$ cat src/rtl/b06_mc_pkg.sv
// rtl/b06_mc_pkg.sv - state encoding and cc_mux/uscite code constants for b06_mc_ctrl
package b06_mc_pkg;

  // INIT..INTR_W keep the legacy b06 encodings; TMO takes the spare code
  typedef enum logic [2:0] {
    ST_INIT   = 3'b000,
    ST_WAIT   = 3'b001,
    ST_ENIN   = 3'b010,
    ST_ENIN_W = 3'b011,
    ST_INTR   = 3'b100,
    ST_INTR_1 = 3'b101,
    ST_INTR_W = 3'b110,
    ST_TMO    = 3'b111
  } state_t;

  localparam logic [1:0] CC_NONE  = 2'b00;
  localparam logic [1:0] CC_ENIN  = 2'b01;
  localparam logic [1:0] CC_INTR  = 2'b10;
  localparam logic [1:0] CC_ACKIN = 2'b11;

  localparam logic [1:0] OUT_NONE = 2'b00;
  localparam logic [1:0] OUT_NORM = 2'b01;
  localparam logic [1:0] OUT_TMO  = 2'b10;
  localparam logic [1:0] OUT_INTR = 2'b11;

  function automatic logic is_idle(state_t s);
    return (s == ST_INIT) || (s == ST_WAIT) || (s == ST_INTR_1);
  endfunction

endpackage

$ cat src/rtl/b06_mc_rr_arb.sv
// rtl/b06_mc_rr_arb.sv - combinational round-robin pick starting at rr_ptr
module b06_mc_rr_arb #(
  parameter int NCH = 4,
  parameter int CW  = $clog2(NCH)
) (
  input  logic [NCH-1:0] eql,
  input  logic [CW-1:0]  rr_ptr,
  output logic           valid,
  output logic [CW-1:0]  winner
);

  logic [CW-1:0] idx;

  // Scan from the farthest offset back to rr_ptr so the closest hit wins.
  always_comb begin
    valid  = 1'b0;
    winner = '0;
    idx    = '0;
    for (int i = NCH - 1; i >= 0; i--) begin
      idx = CW'((int'(rr_ptr) + i) % NCH);
      if (eql[idx]) begin
        valid  = 1'b1;
        winner = idx;
      end
    end
  end

endmodule

$ cat src/rtl/b06_mc_ctrl.sv
// rtl/b06_mc_ctrl.sv - multi-channel b06 handshake controller; stuck-request timeout under B06_MC_TIMEOUT_EN
module b06_mc_ctrl
  import b06_mc_pkg::*;
#(
  parameter int NCH     = 4,
  parameter int CW      = $clog2(NCH),
  parameter int TMO_W   = 8,
  parameter int TMO_MAX = 200
) (
  input  logic           clock,
  input  logic           reset,
  input  logic [NCH-1:0] eql,
  input  logic           cont_eql,
  output logic [1:0]     cc_mux,
  output logic [1:0]     uscite,
  output logic           enable_count,
  output logic [NCH-1:0] ackout,
  output logic [CW-1:0]  chan,
  output logic           busy,
  output logic           tmo_err
);

  state_t         state, state_nx;
  logic [CW-1:0]  rr_ptr, rr_ptr_nx, chan_nx, ptr_after;
  logic [1:0]     cc_nx, us_nx;
  logic           en_nx, tmo_nx, req, in_hs, tmo_hit;
  logic [NCH-1:0] ack_nx, chan_onehot;
  logic           arb_valid;
  logic [CW-1:0]  arb_winner;

  b06_mc_rr_arb #(.NCH(NCH), .CW(CW)) u_arb (
    .eql    (eql),
    .rr_ptr (rr_ptr),
    .valid  (arb_valid),
    .winner (arb_winner)
  );

  assign req         = eql[chan];
  assign chan_onehot = {{(NCH-1){1'b0}}, 1'b1} << chan;
  assign ptr_after   = (arb_winner == CW'(NCH - 1)) ? '0 : arb_winner + CW'(1);
  assign in_hs       = (state == ST_ENIN) || (state == ST_ENIN_W) ||
                       (state == ST_INTR) || (state == ST_INTR_W);

`ifdef B06_MC_TIMEOUT_EN
  logic [TMO_W-1:0] tmo_cnt;

  assign tmo_hit = in_hs && req && (tmo_cnt == TMO_W'(TMO_MAX - 1));

  always_ff @(posedge clock) begin
    if (!reset) begin
      tmo_cnt <= '0;
    end else if (state_nx != state) begin
      tmo_cnt <= '0;
    end else if (in_hs && req) begin
      tmo_cnt <= tmo_cnt + TMO_W'(1);
    end
  end
`else
  logic unused_tmo_cfg;

  assign tmo_hit        = 1'b0;
  assign unused_tmo_cfg = (TMO_W > 0) ^ (TMO_MAX > 0) ^ in_hs;
`endif

  always_comb begin
    state_nx  = state;
    chan_nx   = chan;
    rr_ptr_nx = rr_ptr;
    cc_nx     = cc_mux;
    us_nx     = uscite;
    en_nx     = ~cont_eql;
    ack_nx    = cont_eql ? '0 : chan_onehot;
    case (state)
      ST_INIT: begin
        cc_nx    = CC_ENIN;
        us_nx    = OUT_NORM;
        state_nx = ST_WAIT;
      end
      ST_WAIT, ST_INTR_1: begin
        if (arb_valid) begin
          chan_nx   = arb_winner;
          rr_ptr_nx = ptr_after;
          us_nx     = OUT_NONE;
          cc_nx     = CC_ACKIN;
          state_nx  = (state == ST_WAIT) ? ST_ENIN : ST_INTR;
        end else begin
          us_nx    = OUT_NORM;
          cc_nx    = (state == ST_WAIT) ? CC_INTR : CC_ENIN;
          state_nx = (state == ST_WAIT) ? ST_INTR_1 : ST_WAIT;
        end
      end
      ST_ENIN: begin
        if (req) begin
          us_nx = OUT_NONE;
          cc_nx = CC_ACKIN;
        end else begin
          // Exit cycle acknowledges regardless of cont_eql.
          us_nx    = OUT_NORM;
          cc_nx    = CC_ENIN;
          en_nx    = 1'b1;
          ack_nx   = chan_onehot;
          state_nx = ST_ENIN_W;
        end
      end
      ST_ENIN_W: begin
        us_nx = OUT_NORM;
        cc_nx = CC_ENIN;
        if (!req) state_nx = ST_WAIT;
      end
      ST_INTR: begin
        if (req) begin
          us_nx = OUT_NONE;
          cc_nx = CC_ACKIN;
        end else begin
          us_nx    = OUT_INTR;
          cc_nx    = CC_INTR;
          state_nx = ST_INTR_W;
        end
      end
      ST_INTR_W: begin
        if (req) begin
          us_nx = OUT_INTR;
          cc_nx = CC_INTR;
        end else begin
          us_nx    = OUT_NORM;
          cc_nx    = CC_ENIN;
          state_nx = ST_WAIT;
        end
      end
      ST_TMO: begin
        if (req) begin
          us_nx = OUT_TMO;
          cc_nx = CC_NONE;
        end else begin
          us_nx    = OUT_NORM;
          cc_nx    = CC_ENIN;
          state_nx = ST_WAIT;
        end
      end
      default: state_nx = ST_INIT;
    endcase
    if (tmo_hit) begin
      state_nx = ST_TMO;
      us_nx    = OUT_TMO;
      cc_nx    = CC_NONE;
    end
    tmo_nx = (state_nx == ST_TMO) && (state != ST_TMO);
  end

  always_ff @(posedge clock) begin
    if (!reset) begin
      state        <= ST_INIT;
      rr_ptr       <= '0;
      chan         <= '0;
      cc_mux       <= '0;
      uscite       <= '0;
      enable_count <= 1'b0;
      ackout       <= '0;
      busy         <= 1'b0;
      tmo_err      <= 1'b0;
    end else begin
      state        <= state_nx;
      rr_ptr       <= rr_ptr_nx;
      chan         <= chan_nx;
      cc_mux       <= cc_nx;
      uscite       <= us_nx;
      enable_count <= en_nx;
      ackout       <= ack_nx;
      busy         <= !is_idle(state_nx);
      tmo_err      <= tmo_nx;
    end
  end

endmodule

$ cat config.mk
export PLATFORM = sky130hd
export DESIGN_NAME = b06_mc_ctrl
export DESIGN_NICKNAME = d
export VERILOG_FILES = /design/src/rtl/b06_mc_pkg.sv /design/src/rtl/b06_mc_rr_arb.sv /design/src/rtl/b06_mc_ctrl.sv
export SDC_FILE = /design/constraint.sdc
export NUM_CORES = 1
export LEC_CHECK = 0
export ABC_AREA = 0
export CAP_MARGIN = 40
export CORE_AREA = 2 2 49 51
export DETAILED_ROUTE_END_ITERATION = 6
export DIE_AREA = 0 0 51 53
export PLACE_DENSITY = 0.79
export SYNTH_ARGS = -nofsm -noshare
export SYNTH_HDL_FRONTEND = slang
export SYNTH_SLANG_ARGS = --single-unit
$ cat constraint.sdc
create_clock -name clock -period 1.7 [get_ports clock]
set_input_delay 0.34 -clock clock [delete_from_list [all_inputs] [get_ports clock]]
set_output_delay 0.34 -clock clock [all_outputs]
set_load 0.01 [all_outputs]
==> run metrics, run 1 <==
cts bufs inserted=3; Critical Path End Type=flip-flop; Detailed Route Iter0 Violations=15; die outline height=53 um; Seq pwr share=33.8%; crit-path cells=mux4_2, buf_4, mux2_2, and3_1; Total Routing Usage GR=16.9%; antenna violations before repair=0; Commonest cells post-synth=dfxtp_1 (18), nand2_1 (8), nor2_1 (8), a21oi_1 (7), and3_1 (6); # rows=17; Achievable Freq=605 MHz; hold_ws=488 ps; Slew Viols, Final=0; routed via count=897; slowest stage delay, CP=580 ps; Die ar.=0.00270 mm^2; wire per inst=12.6 um; startpoint types=flip-flop; max-cap violations=0; Final period util=97.2%; clk sinks=18; Clock Latency Late Sink=300 ps; syn nets=114; outcome=complete, no violations; first-pass detailed-route iteration total=4; share of layout cells above drive strength 1=30.3%; PwrDens=1210 mW/mm^2; final hold violation count=0; NetSw=0.577 mW; CP Class=reg2reg; Area Growth Syn to Fin=45.1%; RSZ-0062 raised after global routing=true; Worst-path clk slew=100 ps; largest net degree at the start of global routing=17; Reg2Reg Launch Point=chan[0]; hold path start=rr_ptr[0]; peak supply drop=0.000697 V; GPL Wtd Cong=0.824; Gate power share=49.8%; DRC Markers=0; Slew @ Worst Pin=281 ps; clock root buffer=clkbuf_4; worst setup path start=chan[0]; slowest CP cell=mux4_2; Congestion Overflow GR=0; Final ANT Viol Nets=0; area leader, netlist=dfxtp_1; setup violators final=0; Internal=1.05 mW; static leakage=0.613 nW; vias in the first global route=846; Top FF cell, synth=dfxtp_1; Post-synth EDFFs=0; crit path max fanout=6; Slew Limit Headroom=81.0%; asr flop ratio synth=0%; switching share of power=35.5%; final core occ=62.7%; Final nets=154; Synth area leaders=dfxtp_1 (39%), ha_1 (5.4%), and3_1 (4.0%); clock buffer depth=2; Std-Cell Core Area=0.00215 mm^2; Ys Warns=0; Distinct cells, synth=37; port bufs=19; H-tree Lvls=1; Cell Area, Synth=928 um^2; Clk pwr share=16.5%; n_diodes=0; Fillers=169; Final HPWL DP=1.60 mm; routed vias/inst=5.28; WP data required=1910 ps; most common cell in the netlist=dfxtp_1; Hold-fix buffers, CTS=0; delay-heaviest family, CP=multiplexers; global-route wire length before repair=3.41 mm; CTS tree=built; #FFs+latches synth=18; drt total wl=2.14 mm; Die Wd=51 um; minimum clock period=1650 ps; worst min-delay path class=reg2reg; worst path bufs/invs=1; Seq/Total Area, Yosys=38.8%; Ports=20; Clock Skews=2.64 ps; Synth Area per Inst=9.01 um^2; CP arrival=1860 ps; reg2reg setup slack=50 ps; share of the synthesized area in the top cell type=38.8%; Syn Inst Count=103; initial core utilization=43.2%
## cell families (layout without fill, tap and decap cells)
logic type	count (synthesis)	count (layout)	synth area share, %
buf+inv	9	48	3.91
simple gates	41	41	24.9
flops	18	18	38.8
fa+ha+maj	4	4	5.39
mux	4	4	5.93
compound gates	27	27	21.0
## per-layer routing
layer	up-vias	wire, um	track usage (%)
met2	19	1120	30.7
met4	0	36	10.4
met5	-	0	0
li1	444	-	-
met3	3	68	3.67
met1	431	919	17.7
## worst min-delay path: cells and delay by family, from the launching register on
kind / cells / cell delay (ps)
compound gates: 1 / 50
simple gates: 1 / 60
flops: 1 / 340
## power by group through the flow
| stage | sequential [mW] | combinational, mW | clock (mW) |
|---|---|---|---|
| global route | 0.558 | 0.882 | 0.287 |
| CTS | 0.546 | 0.779 | 0.274 |
| floorplan | 0.594 | 0.419 | 0 |
| detailed placement | 0.556 | 0.778 | 0 |
| finish | 0.548 | 0.809 | 0.267 |
| global placement | 0.552 | 0.754 | 0 |
## placed cells by master (no fill, tap or decap), types with 2 or more instances in the layout
master / n
dfxtp_2: 3
nor2_1: 8
nand2_1: 8
nor3_1: 3
buf_4: 20
and2_1: 4
nor3b_2: 2
o21a_1: 2
clkdlybuf4s50_1: 13
dlymetal6s2s_1: 2
inv_1: 3
clkbuf_4: 3
mux2_2: 2
inv_2: 2
dlygate4sd2_1: 4
a21boi_0: 2
and3_1: 6
o21ai_0: 4
ha_1: 3
dfxtp_1: 15
a21oi_1: 7
nand2b_1: 4
## final cells by class
| class | count | area [um^2] | share of cell area (%) |
|---|---|---|---|
| repair buffers | 39 | 340 | 25.3 |
| inverters | 5 | 18.8 | 1.39 |
| multi-input cells | 76 | 553 | 41.0 |
| clock buffers | 4 | 36.3 | 2.69 |
| flip-flops and latches | 18 | 364 | 27.0 |
| well taps | 28 | 35.0 | 2.60 |
## per-stage QoR
stage	area [um^2]	power, mW	cells	setup slack [ps]	TNS, ps
detailed placement	1280	1.33	165	-464	-5450
finish	1350	1.62	170	47.1	0
global placement	1280	1.31	165	-457	-5130
CTS	1310	1.60	169	3.29	0
floorplan	930	1.01	103	27.3	0
global route	1350	1.73	170	-16.4	-16.4
## final timing paths
check,to,cells after the start
hold reg to reg,rr_ptr[0],2
setup / recovery,uscite[1],4
hold / removal,rr_ptr[0],2
setup reg to reg,uscite[1],4
## flip-flops by register name, summed over array words and instances (netlist names)
name and cells:
chan 2, busy 1, cc_mux 2, enable_count 1, rr_ptr 2, state 3
tmo_err 1, ackout 4, uscite 2
## timing repair
action	CTS	global route
pin swaps	1	2
endpoints found under the hold margin	0	0
setup buffers	0	1
endpoints found under the setup margin	8	4
resized for setup	5	9
Power figures use the tool's default switching activity.
==> inputs of run 2 (changes only) <==
Settings changed: CORE_AREA 2 2 49 51 to 4 4 51 53, DIE_AREA 0 0 51 53 to 0 0 55 57, HOLD_SLACK_MARGIN set to 0.06, SKIP_CTS_REPAIR_TIMING set to 1.
==> run 2 against run 1 <==
Against the previous run:
- sequential power hardly changed
- highest routed layer unchanged
- hold slack gained 15 ps
- first-iteration DRC count unchanged
- clock-buffer cell count unchanged
- largest cell class unchanged
- via count down 1.3%
- cell count down 1.2%
==> run metrics, run 2 (synthesis results as in run 1) <==
Final HPWL DP=1.62 mm; initial core utilization=43.2%; startpoint types=flip-flop; setup violators final=0; max reg flops=4; Area Growth Syn to Fin=48.9%; global-route wire length before repair=3.74 mm; cts bufs inserted=3; routed via count=885; # rows=17; fin worst setup slack=71.2 ps; Fillers=148; Die Wd=55 um; CP arrival=1830 ps; n_diodes=0; port bufs=19; Std-Cell Core Area=0.00215 mm^2; Achievable Freq=614 MHz; GPL Wtd Cong=0.784; minimum clock period=1630 ps; share of layout cells above drive strength 1=31.4%; PwrDens=1200 mW/mm^2; crit path max fanout=7; outcome=complete, no violations; static leakage=0.638 nW; largest net degree at the start of global routing=17; R2R cell count=5; die outline height=57 um; Final nets=152; Clock Latency Late Sink=310 ps; routed vias/inst=5.27; post-place setup slack=-472 ps; worst hold path depth=2; drt total wl=2.25 mm; Die ar.=0.00314 mm^2; Final ANT Viol Nets=0; H-tree Lvls=1; Total Routing Usage GR=16.5%; Slew Limit Headroom=78.8%; antenna violations before repair=0; CTS tree=built; DRC Markers=0; commonest non-fill, non-tap cell in the layout=buf_4; RSZ-0062 raised after global routing=true; vias in the first global route=854; first-pass detailed-route iteration total=4; max-cap violations=0; peak supply drop=0.000614 V; clock root buffer=clkbuf_4; clk sinks=18; Slew Viols, Final=0; worst min-delay path class=reg2reg; commonest non-fill, non-tap cells in the layout=buf_4 (17), dfxtp_1 (16), clkdlybuf4s50_1 (13); CP Class=reg2reg; wire per inst=13.4 um; WP data required=1900 ps; Regs by FF count=ackout (4), state (3); Critical Path End Type=flip-flop; Worst-path clk slew=110 ps; clock buffer depth=2; total power=1.66 mW; Slew @ Worst Pin=314 ps; Clock Skews=11.0 ps; Biggest register=ackout; Final period util=95.8%; Ports=20; final hold violation count=0; Congestion Overflow GR=0; Detailed Route Iter0 Violations=15
==> run 2: power by group <==
| group | total (mW) | switching, mW | internal (mW) |
|---|---|---|---|
| registers | 0.547 | 0.0378 | 0.509 |
| clock network | 0.271 | 0.140 | 0.131 |
| logic | 0.840 | 0.423 | 0.417 |
==> run 2: worst paths after layout <==
path	slack (ps)	from	to
max	70	chan[0]	tmo_err
min	500	rr_ptr[0]	rr_ptr[0]
max reg2reg	70	chan[0]	tmo_err
min reg2reg	500	rr_ptr[0]	rr_ptr[0]
==> run 2: per-stage QoR <==
stage | std cells | setup TNS [ps] | cell area (um^2) | util [%] | hold WS (ps)
after floorplan | 103 | 0 | 930 | - | 450
after global placement | 164 | -5060 | 1270 | 59.2 | 481
after detailed placement | 164 | -5620 | 1270 | 59.2 | 495
after CTS | 168 | -933 | 1310 | 60.9 | 509
after global routing | 168 | -12.6 | 1380 | 64.4 | 533
final | 168 | 0 | 1380 | 64.4 | 502
==> run 2: layout make-up <==
| class | instances | area [um^2] | share of cell area (%) |
|---|---|---|---|
| multi-input cells | 76 | 583 | 42.2 |
| clock buffers | 4 | 36.3 | 2.62 |
| flip-flops and latches | 18 | 365 | 26.4 |
| inverters | 5 | 18.8 | 1.36 |
| repair buffers | 37 | 344 | 24.9 |
| well taps | 28 | 35.0 | 2.53 |
==> run 2: metal layers <==
metal	share of wire [%]	GRT usage, %	vias up
met4	2.9	10.8	0
met2	51	28.0	24
met3	4.1	3.92	5
met5	0	0	-
li1	-	-	439
met1	42	17.3	417
==> run 2: worst max-delay path, cell delays in order, from the launching register on <==
cell and delay (ps):
dfxtp_2 360, mux4_2 620, buf_6 170, nor2_1 110, a2111oi_2 80, and3_1 180
